`src/rtl/branch_resolve_ctrl.sv`:
```
// Branch resolve sequencer: gates the branch type into the ID-stage condition
// checker once operands are final, freezes the front end while waiting, and
// issues a registered PC redirect plus IF/ID flush on taken branches.
module branch_resolve_ctrl #(
    parameter int unsigned FLUSH_CYCLES = 1,
    parameter int unsigned WAIT_LIMIT   = 8,
    parameter int unsigned CNT_W        = 16
) (
    input  logic             clk,
    input  logic             rst,
    input  logic             br_valid,
    input  logic [1:0]       BR_Type,
    input  logic [31:0]      br_target,
    input  logic             operands_ready,
    input  logic             branch_taken,
    output logic [1:0]       cc_BR_Type,
    output logic             freeze,
    output logic             flush,
    output logic             pc_sel,
    output logic [31:0]      pc_target,
    output logic             busy,
    output logic             timeout_err,
    output logic [CNT_W-1:0] branch_count,
    output logic [CNT_W-1:0] taken_count
);

    localparam int unsigned FCNT_W = 4;
    localparam int unsigned WCNT_W = 8;
    localparam int unsigned ADDR_W = 32;
    localparam logic [1:0]  BT_NONE = 2'b00;
    localparam logic [1:0]  BT_JMP  = 2'b11;

    typedef enum logic [1:0] {
        ST_IDLE  = 2'b00,
        ST_WAIT  = 2'b01,
        ST_FLUSH = 2'b10
    } state_e;

    state_e              state_q, state_d;
    logic [1:0]          type_q, type_d;
    logic [ADDR_W-1:0]   target_q, target_d;
    logic [WCNT_W-1:0]   wait_cnt_q, wait_cnt_d;
    logic [FCNT_W-1:0]   fcnt_q, fcnt_d;
    logic                flush_q, flush_d;
    logic                pc_sel_q, pc_sel_d;
    logic [ADDR_W-1:0]   pc_target_q, pc_target_d;
    logic                timeout_q, timeout_d;
    logic [CNT_W-1:0]    br_cnt_q, br_cnt_d;
    logic [CNT_W-1:0]    tk_cnt_q, tk_cnt_d;

    logic                req;
    logic                resolve;
    logic [ADDR_W-1:0]   redirect_tgt;
    logic [1:0]          cc_type_c;
    logic                freeze_c;

    assign req = br_valid && (BR_Type != BT_NONE);

    // Next-state, checker gating, freeze and statistics update
    always_comb begin
        state_d      = state_q;
        type_d       = type_q;
        target_d     = target_q;
        wait_cnt_d   = wait_cnt_q;
        fcnt_d       = fcnt_q;
        flush_d      = 1'b0;
        pc_sel_d     = 1'b0;
        pc_target_d  = pc_target_q;
        timeout_d    = timeout_q;
        br_cnt_d     = br_cnt_q;
        tk_cnt_d     = tk_cnt_q;
        cc_type_c    = BT_NONE;
        freeze_c     = 1'b0;
        resolve      = 1'b0;
        redirect_tgt = target_q;

        case (state_q)
            ST_IDLE: begin
                if (req) begin
                    type_d       = BR_Type;
                    target_d     = br_target;
                    redirect_tgt = br_target;
                    if (operands_ready || (BR_Type == BT_JMP)) begin
                        cc_type_c = BR_Type;
                        resolve   = 1'b1;
                    end else begin
                        freeze_c   = 1'b1;
                        state_d    = ST_WAIT;
                        wait_cnt_d = WCNT_W'(1);
                    end
                end
            end
            ST_WAIT: begin
                if (operands_ready) begin
                    cc_type_c = type_q;
                    resolve   = 1'b1;
                end else begin
                    freeze_c = 1'b1;
                    if (wait_cnt_q != '1) begin
                        wait_cnt_d = WCNT_W'(wait_cnt_q + WCNT_W'(1));
                    end
                end
            end
            ST_FLUSH: begin
                // ID content is being squashed; requests are not looked at
                if (fcnt_q <= FCNT_W'(1)) begin
                    state_d = ST_IDLE;
                end else begin
                    fcnt_d  = FCNT_W'(fcnt_q - FCNT_W'(1));
                    flush_d = 1'b1;
                end
            end
            default: begin
                state_d = ST_IDLE;
            end
        endcase

        if (resolve) begin
            if (br_cnt_q != '1) begin
                br_cnt_d = CNT_W'(br_cnt_q + CNT_W'(1));
            end
            if (branch_taken) begin
                if (tk_cnt_q != '1) begin
                    tk_cnt_d = CNT_W'(tk_cnt_q + CNT_W'(1));
                end
                pc_sel_d    = 1'b1;
                pc_target_d = redirect_tgt;
                flush_d     = 1'b1;
                fcnt_d      = FCNT_W'(FLUSH_CYCLES);
                state_d     = ST_FLUSH;
            end else begin
                state_d = ST_IDLE;
            end
        end

        // Sticky once the wait has lasted WAIT_LIMIT cycles; the wait continues
        if ((state_d == ST_WAIT) && (wait_cnt_d >= WCNT_W'(WAIT_LIMIT))) begin
            timeout_d = 1'b1;
        end
    end

    // State and output registers
    always_ff @(posedge clk or negedge rst) begin
        if (!rst) begin
            state_q     <= ST_IDLE;
            type_q      <= BT_NONE;
            target_q    <= '0;
            wait_cnt_q  <= '0;
            fcnt_q      <= '0;
            flush_q     <= 1'b0;
            pc_sel_q    <= 1'b0;
            pc_target_q <= '0;
            timeout_q   <= 1'b0;
            br_cnt_q    <= '0;
            tk_cnt_q    <= '0;
        end else begin
            state_q     <= state_d;
            type_q      <= type_d;
            target_q    <= target_d;
            wait_cnt_q  <= wait_cnt_d;
            fcnt_q      <= fcnt_d;
            flush_q     <= flush_d;
            pc_sel_q    <= pc_sel_d;
            pc_target_q <= pc_target_d;
            timeout_q   <= timeout_d;
            br_cnt_q    <= br_cnt_d;
            tk_cnt_q    <= tk_cnt_d;
        end
    end

    assign cc_BR_Type   = cc_type_c;
    assign freeze       = freeze_c;
    assign flush        = flush_q;
    assign pc_sel       = pc_sel_q;
    assign pc_target    = pc_target_q;
    assign busy         = (state_q != ST_IDLE);
    assign timeout_err  = timeout_q;
    assign branch_count = br_cnt_q;
    assign taken_count  = tk_cnt_q;

endmodule

```
`config.mk`:
```
export PLATFORM = sky130hd
export DESIGN_NAME = branch_resolve_ctrl
export DESIGN_NICKNAME = d
export VERILOG_FILES = /design/src/rtl/branch_resolve_ctrl.sv
export SDC_FILE = /design/constraint.sdc
export NUM_CORES = 1
export LEC_CHECK = 0
export CAP_MARGIN = 10
export CORE_MARGIN = 3
export CORE_UTILIZATION = 56
export DETAILED_ROUTE_END_ITERATION = 8
export DONT_BUFFER_PORTS = 1
export PLACE_DENSITY = 0.82
export SYNTH_ARGS = -nofsm -noshare
export SYNTH_HDL_FRONTEND = slang
export SYNTH_SLANG_ARGS = --single-unit
```
`constraint.sdc`:
```
create_clock -name clk -period 2.9 [get_ports clk]
set_input_delay 0.29 -clock clk [delete_from_list [all_inputs] [get_ports clk]]
set_output_delay 0.29 -clock clk [all_outputs]
set_load 0.03 [all_outputs]
```
* Word level (Yosys, flattened, before mapping) *
Cells that the tools add are included.

word-level totals
  word-level logic and storage cells = 69
  register bits = 115

operators by class
  add/sub/neg operators = 4
  mux-type cells = 35
  reductions and logical operators = 10
  equality and inequality tests = 7
  magnitude comparators = 2

operators by type and width
  operator                 number
  $mux W32                 2
  $add A16 B1 Y16 const B  2
  $mux W8                  4
  $ne A16 B16 Y1 const B   2
  $mux W2                  8
  $mux W4                  4
  $pmux W8 S2              1
  $mux W1                  12
  $add A8 B1 Y8 const B    1
  $ge A8 B4 Y1 const B     1
  $ne A8 B8 Y1 const B     1
  $pmux W2 S3              1
  $reduce_and A2 Y1        3
  $eq A2 B1 Y1 const B     2
  $eq A2 B2 Y1 const B     2
  $le A4 B1 Y1 const B     1
  $pmux W1 S2              2
  $pmux W2 S2              1
  $reduce_bool A2 Y1       2
  $sub A4 B1 Y4 const B    1
  $reduce_and A3 Y1        1
  $logic_and A1 B1 Y1      2
  $logic_not A2 Y1         1
  $logic_or A1 B1 Y1       1

* Depth between registers and ports, before layout *
Gate-level depths: netlist of run 1.

  depth after elaboration = 8
  gate-level depth with buffers = 8
  depth with buffers taken out = 6

* Worst setup path before layout of run 1 *
Ideal clock, no wire load.

  path kind = register -> output
  from = reg state_q[0]
  to = out cc_BR_Type[1]
  stages on the path, launching flop included = 7
  arrival time = 2283 ps
  slack = 327 ps
  buffers on the path = 2
  cells stage by stage = dfrtp_1 > buf_6 > or2_2 > nor3_2 > clkbuf_1 > a31oi_1 > nor2_1

on the way
  longest elaborated chain between the ends = 2
  elaborated cells between the ends (all ways) = 3
  classes of those cells = eq/ne (1); mux (1); reduce/logical (1)

RTL lines
  item                                              RTL line  source
  start, declared                                   39        state_e state_q, state_d;
  start signal, assigned                            157       state_q <= state_d;
  $eq A2 B1 Y1 or $logic_not A2 Y1 (tied branches)  77        case (state_q)
  $pmux W2 S2 *                                     77
  end, declared                                     16        output logic [1:0] cc_BR_Type,

Mark *: on every way between the ends. The rest lies on a longest branch, timed or not.

* Worst setup path in the final report of run 1 *
  from = reg state_q[0]
  to = out freeze

on the way
  longest elaborated chain between the ends = 2
  elaborated cells between the ends (all ways) = 3
  classes of those cells = eq/ne (1); mux (1); reduce/logical (1)

RTL lines
  item                                              RTL line  source
  $eq A2 B1 Y1 or $logic_not A2 Y1 (tied branches)  77
  $pmux W1 S2 *                                     77
  end, declared                                     17        output logic freeze,

Marked as above.

==> metrics.log, run 1 <==
[metrics] outcome: completed
[metrics] global-route track usage on met2: 39.3%
[metrics] Worst setup EP type: primary output
[metrics] period utilisation layout: between 80% and 90%
[metrics] number of iterations in the first detailed-routing pass: 4
[metrics] via-per-instance ratio: 5.91
[metrics] Netlist cell types: 48
[metrics] nature of the critical path startpoint: flip-flop
[metrics] number of buffers inserted by port buffering: 0
[metrics] ys flop type: dfrtp_1
[metrics] Die Ht: between 90 and 100 um
[metrics] power per standard cell area: 1110 mW/mm2
[metrics] Avg Cell Area, Syn: about 13 um2
[metrics] clock tree root driver cell: clkbuf_8
[metrics] startpoint of the lowest-slack hold path: operands_ready
[metrics] Slew Limit Headroom: 61.2%
[metrics] Yosys warnings: 0
[metrics] clock tree from TritonCTS: done
[metrics] clock sink count: between 100 and 150
[metrics] final hold vios: 0
[metrics] critical path fanouts, max: 10
[metrics] sum of internal, switching and leakage power: about 6.7 mW
[metrics] Final Net Count: approximately 480
[metrics] Worst Skew: ~7.5 ps
[metrics] total I/O pin count: 110
[metrics] reg-to-reg critical path startpoint: state_q[0]
[metrics] share of cells above drive strength 1: between 20% and 30%
[metrics] path category of the worst min-delay check: input port to flip-flop
[metrics] portion of the post-synthesis area used by sequential elements: 58.6%
[metrics] actual transition at the worst max-transition pin: a little under 600 ps
[metrics] GRT Overall Usage: a little under a quarter
[metrics] number of clock buffers inserted by TritonCTS: 17
[metrics] Cell Rows: 33
[metrics] post-layout minimum cycle time: roughly 2600 ps
[metrics] DR DRC count: 0
[metrics] async set-or-reset flop fraction in the synthesized netlist: 100%
[metrics] Detail Route Antenna Nets: 0
[metrics] global route overflow: 0
[metrics] Setup TNS: 0 ps
[metrics] critical path data arrival time: 2280 ps
[metrics] Core Footprint: about 0.0084 mm2
[metrics] register bit count reported by yosys: ~120
[metrics] horizontal extent of the die: 99.7 um
[metrics] violation count after the first detailed-routing iteration: roughly 170
[metrics] final weighted congestion in routability-driven placement: around 0.85
[metrics] layout overhead on the synthesized area: 24.0%
[metrics] syn_nets: 426
[metrics] Netlist Area Pre-Place: 0.00491 mm2
[metrics] DP Wirelength: ~6.5 mm
[metrics] number of global-route vias before repair: roughly 3.6k
[metrics] initial core utilization: roughly 59%
[metrics] Highest Clock Rate: between 0.3 and 0.4 GHz
[metrics] Clk pin slew, worst setup/hold paths: 50 ps
[metrics] CP required: 2610 ps
[metrics] Area contributors post-synth: dfrtp_1 59%, mux2_2 16%, xnor2_1 4.5%
[metrics] routed wire length: between 10 and 15 mm
[metrics] largest net degree at the start of global routing: approximately 120
[metrics] met3 global-route usage: around 7.4%
[metrics] cell taking the most area after synthesis: dfrtp_1
[metrics] LEAKAGE: around 2.7 nW
[metrics] number of gates resized after cts: 0
[metrics] type of the worst setup path: flip-flop to primary output
[metrics] first-pass GRT wire length: approximately 18 mm
[metrics] number of enable-type register cells in the synthesized netlist: 0
[metrics] per-cell routed wire length: around 19 um
[metrics] startpoint of the worst setup timing path: state_q[0]
[metrics] post-synthesis instance total: 382
[metrics] synth cell count leaders: 115 x dfrtp_1, 68 x mux2_2, 25 x xnor2_1
[metrics] H-tree level count: 4
[metrics] max-cap violations: 0
[metrics] max-slew violations: 0
[metrics] final count of negative-setup-slack endpoints: 0
[metrics] die area: approximately 0.0099 mm2
[metrics] maximum root-to-sink buffer count: 2
[metrics] Global Route met1 Usage: between 20% and 30%
[metrics] proportion of netlist area held by the largest area contributor: roughly three fifths
[metrics] busiest grt layer: met2
[metrics] antenna diode count: 0
[metrics] antenna violations before repair: 0
[metrics] Vias: about 3.3k
[metrics] worst skew pair latency: between 500 and 600 ps
[metrics] most numerous cell in the Yosys netlist: dfrtp_1
[metrics] setup repair after global routing missed its margin: false
[metrics] VDD IR-drop max: about 0.75 mV
worst paths after layout:
check	endpoint	slack (ps)	depth (start not counted)
min in group asynchronous	target_q[27]	380	2
max in group asynchronous	type_q[1]	2120	2
worst min-delay path	state_q[0]	100	2
worst max-delay path	freeze	330	3
worst max register to register	timeout_err	430	5
worst min register to register	target_q[15]	490	1
layout by cell type (no fill, tap or decap), types with 3 or more instances in the layout:
master	count
inv_1	7
nand3_1	18
nand2_1	21
a31oi_1	4
clkinv_4	3
buf_4	6
and4_1	3
and3_1	10
or4_1	3
a21oi_1	6
nor2_1	13
or2_2	3
ha_1	5
nor4_1	6
o211ai_1	3
xor2_1	6
xnor2_1	25
dfrtp_1	115
mux2i_1	3
dlygate4sd3_1	36
clkbuf_16	16
bufinv_16	5
mux2_2	68
nor3_1	3
clkinvlp_4	4
nand4_1	13
o21ai_0	5
cell families after synthesis:
kind of cell / share of synthesized area, %
AOI/OAI and AO/OA: 4.08
xor gates and xnor gates: 5.53
adders and majority gates: 1.27
buffers and inverters: 1.68
DFF: 58.6
muxes: 16.2
and+or+nand+nor: 12.7
report_power, final:
part,switching (mW),internal (mW)
clock network,0.762,1.49
logic,0.579,0.673
registers,1.04,2.19
flip-flops by register name (all words and copies together), names as in the netlist:
name and cells:
branch_count 16, fcnt_q 4, flush 1, pc_sel 1
pc_target 32, state_q 2, taken_count 16, target_q 32
timeout_err 1, type_q 2, wait_cnt_q 8
through the flow:
stage	instances	area, um2	util [%]	setup slack [ps]	hold WS [ps]
3_3_place_gp	483	5060	60.4	504	-2.70
6_report	552	6090	72.7	333	95.5
2_1_floorplan	382	4910	-	327	-5.59
4_1_cts	552	6090	72.7	328	76.1
3_5_place_dp	483	5060	60.4	450	-2.80
5_1_grt	552	6090	72.7	245	83.7
layout make-up:
| class | count | area, um2 |
|---|---|---|
| sequential | 115 | 2880 |
| fill | 538 | 2290 |
| multi-input combinational | 248 | 1960 |
| timing repair buffer | 44 | 453 |
| clock buffer | 17 | 414 |
| clock inverter | 15 | 229 |
| tap | 105 | 131 |
| inverter | 8 | 30.0 |
worst max-delay path: stages (launching register included):
cell and delay, ps:
dfrtp_1 450, or4b_2 750, or2_1 290, nand2_1 260
timing repair:
item                      CTS  global route
hold endpoints to repair  150             0
hold buffers               37             0
buffers inserted            0             0
routing by layer:
layer	vias to the layer above	routed length, um
met3	17	676
met2	103	5540
met1	1648	4290
met5	-	0
li1	1494	-
met4	0	192
Note: power is estimated with default switching activity, not from simulation.
==> run 2: changes to the inputs <==
--- a/config.mk
+++ b/config.mk
@@ -7,10 +7,11 @@
 export LEC_CHECK = 0
 export CAP_MARGIN = 10
 export CORE_MARGIN = 3
-export CORE_UTILIZATION = 56
+export CORE_UTILIZATION = 38
 export DETAILED_ROUTE_END_ITERATION = 8
 export DONT_BUFFER_PORTS = 1
-export PLACE_DENSITY = 0.82
+export PLACE_DENSITY = 0.63
+export SETUP_SLACK_MARGIN = 0.2
 export SYNTH_ARGS = -nofsm -noshare
 export SYNTH_HDL_FRONTEND = slang
 export SYNTH_SLANG_ARGS = --single-unit
==> metrics.log, run 2 (same netlist as run 1, synthesis figures left out) <==
[metrics] outcome: complete, but fails checks
[metrics] violated checks: negative hold slack
[metrics] busiest grt layer: met2
[metrics] antenna violations before repair: 0 (unchanged)
[metrics] Setup TNS: 0 ps (unchanged)
[metrics] via-per-instance ratio: 5.22 (-12%)
[metrics] LEAKAGE: 2.51 nW (-5.7%)
[metrics] violation count after the first detailed-routing iteration: 227 (+34%)
[metrics] clock tree root driver cell: clkbuf_16
[metrics] antenna diode count: 0 (unchanged)
[metrics] slack of the critical path: 330 ps (-2.53 ps)
[metrics] r2r worst-path depth: 5 (unchanged)
[metrics] worst reg2reg endpoint: timeout_err
[metrics] VDD IR-drop max: 0.603 mV (-20%)
[metrics] total I/O pin count: 110 (unchanged)
[metrics] tightest hold margin: -422 ps (-518 ps)
[metrics] Global Route met1 Usage: 18.0% (-9.7 points)
[metrics] DR DRC count: 0 (unchanged)
[metrics] DP Wirelength: 6.71 mm (+2.7%)
[metrics] max-cap violations: 0 (unchanged)
[metrics] largest net degree at the start of global routing: 116 (unchanged)
[metrics] CP required: 2610 ps (about the same)
[metrics] period utilisation layout: 88.6% (about the same)
[metrics] Highest Clock Rate: 0.389 GHz (about the same)
[metrics] GRT Overall Usage: 15.0% (-8.4 points)
[metrics] cells traversed along the worst timing path: or2_2, nor3_4, buf_4, a31oi_1, nor2_1
[metrics] setup repair after global routing missed its margin: true
[metrics] per-cell routed wire length: 17.2 um (-11%)
[metrics] Cell Rows: 40 (+21%)
[metrics] die area: 0.0143 mm2 (+44%)
[metrics] final weighted congestion in routability-driven placement: 0.885 (+3.7%)
[metrics] maximum root-to-sink buffer count: 2 (unchanged)
[metrics] Detail Route Antenna Nets: 0 (unchanged)
[metrics] Core Footprint: 0.0123 mm2 (+47%)
[metrics] worst skew pair latency: 410 ps (-110 ps)
[metrics] number of clock buffers inserted by TritonCTS: 17 (unchanged)
[metrics] delay of the slowest critical-path stage: 450 ps (-300 ps)
[metrics] count of placed standard cells in the final layout, fillers left out: 578 (+4.7%)
[metrics] Reg2Reg Setup Slack: 460 ps (+30 ps)
[metrics] number of iterations in the first detailed-routing pass: 4 (unchanged)
[metrics] layout overhead on the synthesized area: 18.0%
[metrics] actual transition at the worst max-transition pin: 615 ps (+34.1 ps)
[metrics] first-pass GRT wire length: 16.7 mm (-6.7%)
[metrics] slowest cell on the critical path: nor2_1
[metrics] Worst setup EP type: primary output
[metrics] horizontal extent of the die: 120 um (+20%)
[metrics] number of gates resized after cts: 0 (unchanged)
[metrics] Clk pin slew, worst setup/hold paths: 50 ps (about the same)
[metrics] Worst Setup Slack post-DPL: 461 ps (+11.6 ps)
[metrics] Final Net Count: 441 (-7.7%)
[metrics] initial core utilization: 39.9% (-19 points)
[metrics] max-slew violations: 0 (unchanged)
[metrics] H-tree level count: 4 (unchanged)
[metrics] number of buffers inserted by port buffering: 0 (unchanged)
[metrics] clock tree from TritonCTS: done
[metrics] path category of the worst min-delay check: input port to asynchronous set/reset pin
[metrics] share of cells above drive strength 1: 27.1% (+1.3 points)
[metrics] final hold vios: 115 (+115)
[metrics] critical path fanouts, max: 10 (unchanged)
[metrics] Worst Skew: 5.75 ps (-1.73 ps)
[metrics] routed wire length: 9.93 mm (-7.2%)
[metrics] Slew Limit Headroom: 59.0% (-2.2 points)
[metrics] total instance count after detailed placement: 546 (+13%)
[metrics] commonest cells after routing, fill and taps aside: 115 x dfrtp_1, 68 x mux2_2, 25 x xnor2_1
[metrics] power per standard cell area: 1140 mW/mm2 (+3.3%)
[metrics] global-route track usage on met2: 23.1% (-16 points)
[metrics] reg-to-reg critical path startpoint: state_q[0]
[metrics] Die Ht: 120 um (+20%)
[metrics] kind of cell adding the most delay to the critical path: simple AND/OR/NAND/NOR gates
[metrics] final count of negative-setup-slack endpoints: 0 (unchanged)
[metrics] Crit path buffers/inverters: 1 (+1)
[metrics] nature of the critical path startpoint: flip-flop
[metrics] number of filler instances in the final layout: 1119 (+110%)
[metrics] most common cell after layout, fill and taps aside: dfrtp_1
[metrics] critical path data arrival time: 2280 ps (about the same)
[metrics] global route overflow: 0 (unchanged)
[metrics] number of global-route vias before repair: 3165 (-12%)
[metrics] type of the worst setup path: flip-flop to primary output
[metrics] clock sink count: 115 (unchanged)
[metrics] met3 global-route usage: 6.50% (-0.93 points)
[metrics] Vias: 3019 (-7.4%)
[metrics] post-layout minimum cycle time: 2570 ps (+2.53 ps)
run 2: worst max path at each step:
stage | start | depth (start not counted) | endpoint | slack (ps)
3_5_place_dp | state_q[0] | 5 | timeout_err | 460
3_3_place_gp | state_q[0] | 5 | timeout_err | 500
2_1_floorplan | state_q[0] | 6 | cc_BR_Type[1] | 330
5_1_grt | state_q[0] | 5 | cc_BR_Type[0] | 200
6_report | state_q[0] | 5 | cc_BR_Type[1] | 330
4_1_cts | state_q[0] | 5 | cc_BR_Type[1] | 280
run 2: area by class of cell:
| type | instances | area (um2) | share of cell area [%] |
|---|---|---|---|
| multi-input cells | 248 | 1960 | 33.8 |
| repair buffers | 7 | 65.1 | 1.12 |
| flip-flops and latches | 115 | 2880 | 49.7 |
| clock buffers | 23 | 478 | 8.25 |
| inverters | 8 | 30.0 | 0.518 |
| well taps | 168 | 210 | 3.63 |
| clock inverters | 9 | 175 | 3.02 |
run 2: layer usage:
layer	part of all wire, %	up-vias
met5	0	-
met4	2.1	0
met3	7.7	18
met2	49	88
met1	42	1507
li1	-	1406
run 2: repair_timing:
action / CTS / global route
endpoints found under the setup margin: 0 / 1
buffers inserted: 0 / 0
hold endpoints to repair: 115 / 115
run 2: report_power, final:
part / internal [mW] / leakage (nW) / switching (mW)
Clock: 1.59 / 0.313 / 0.696
Sequential: 2.19 / 1.43 / 1.02
Combinational: 0.627 / 0.762 / 0.493
run 2: metrics by stage:
| stage | utilization [%] | total power, mW | area [um2] |
|---|---|---|---|
| finish | 47.1 | 6.62 | 5790 |
| global placement | 41.8 | 4.32 | 5140 |
| global route | 47.1 | 6.99 | 5790 |
| CTS | 47.1 | 6.71 | 5790 |
| floorplan | - | 4.07 | 4910 |
| detailed placement | 41.8 | 4.39 | 5140 |
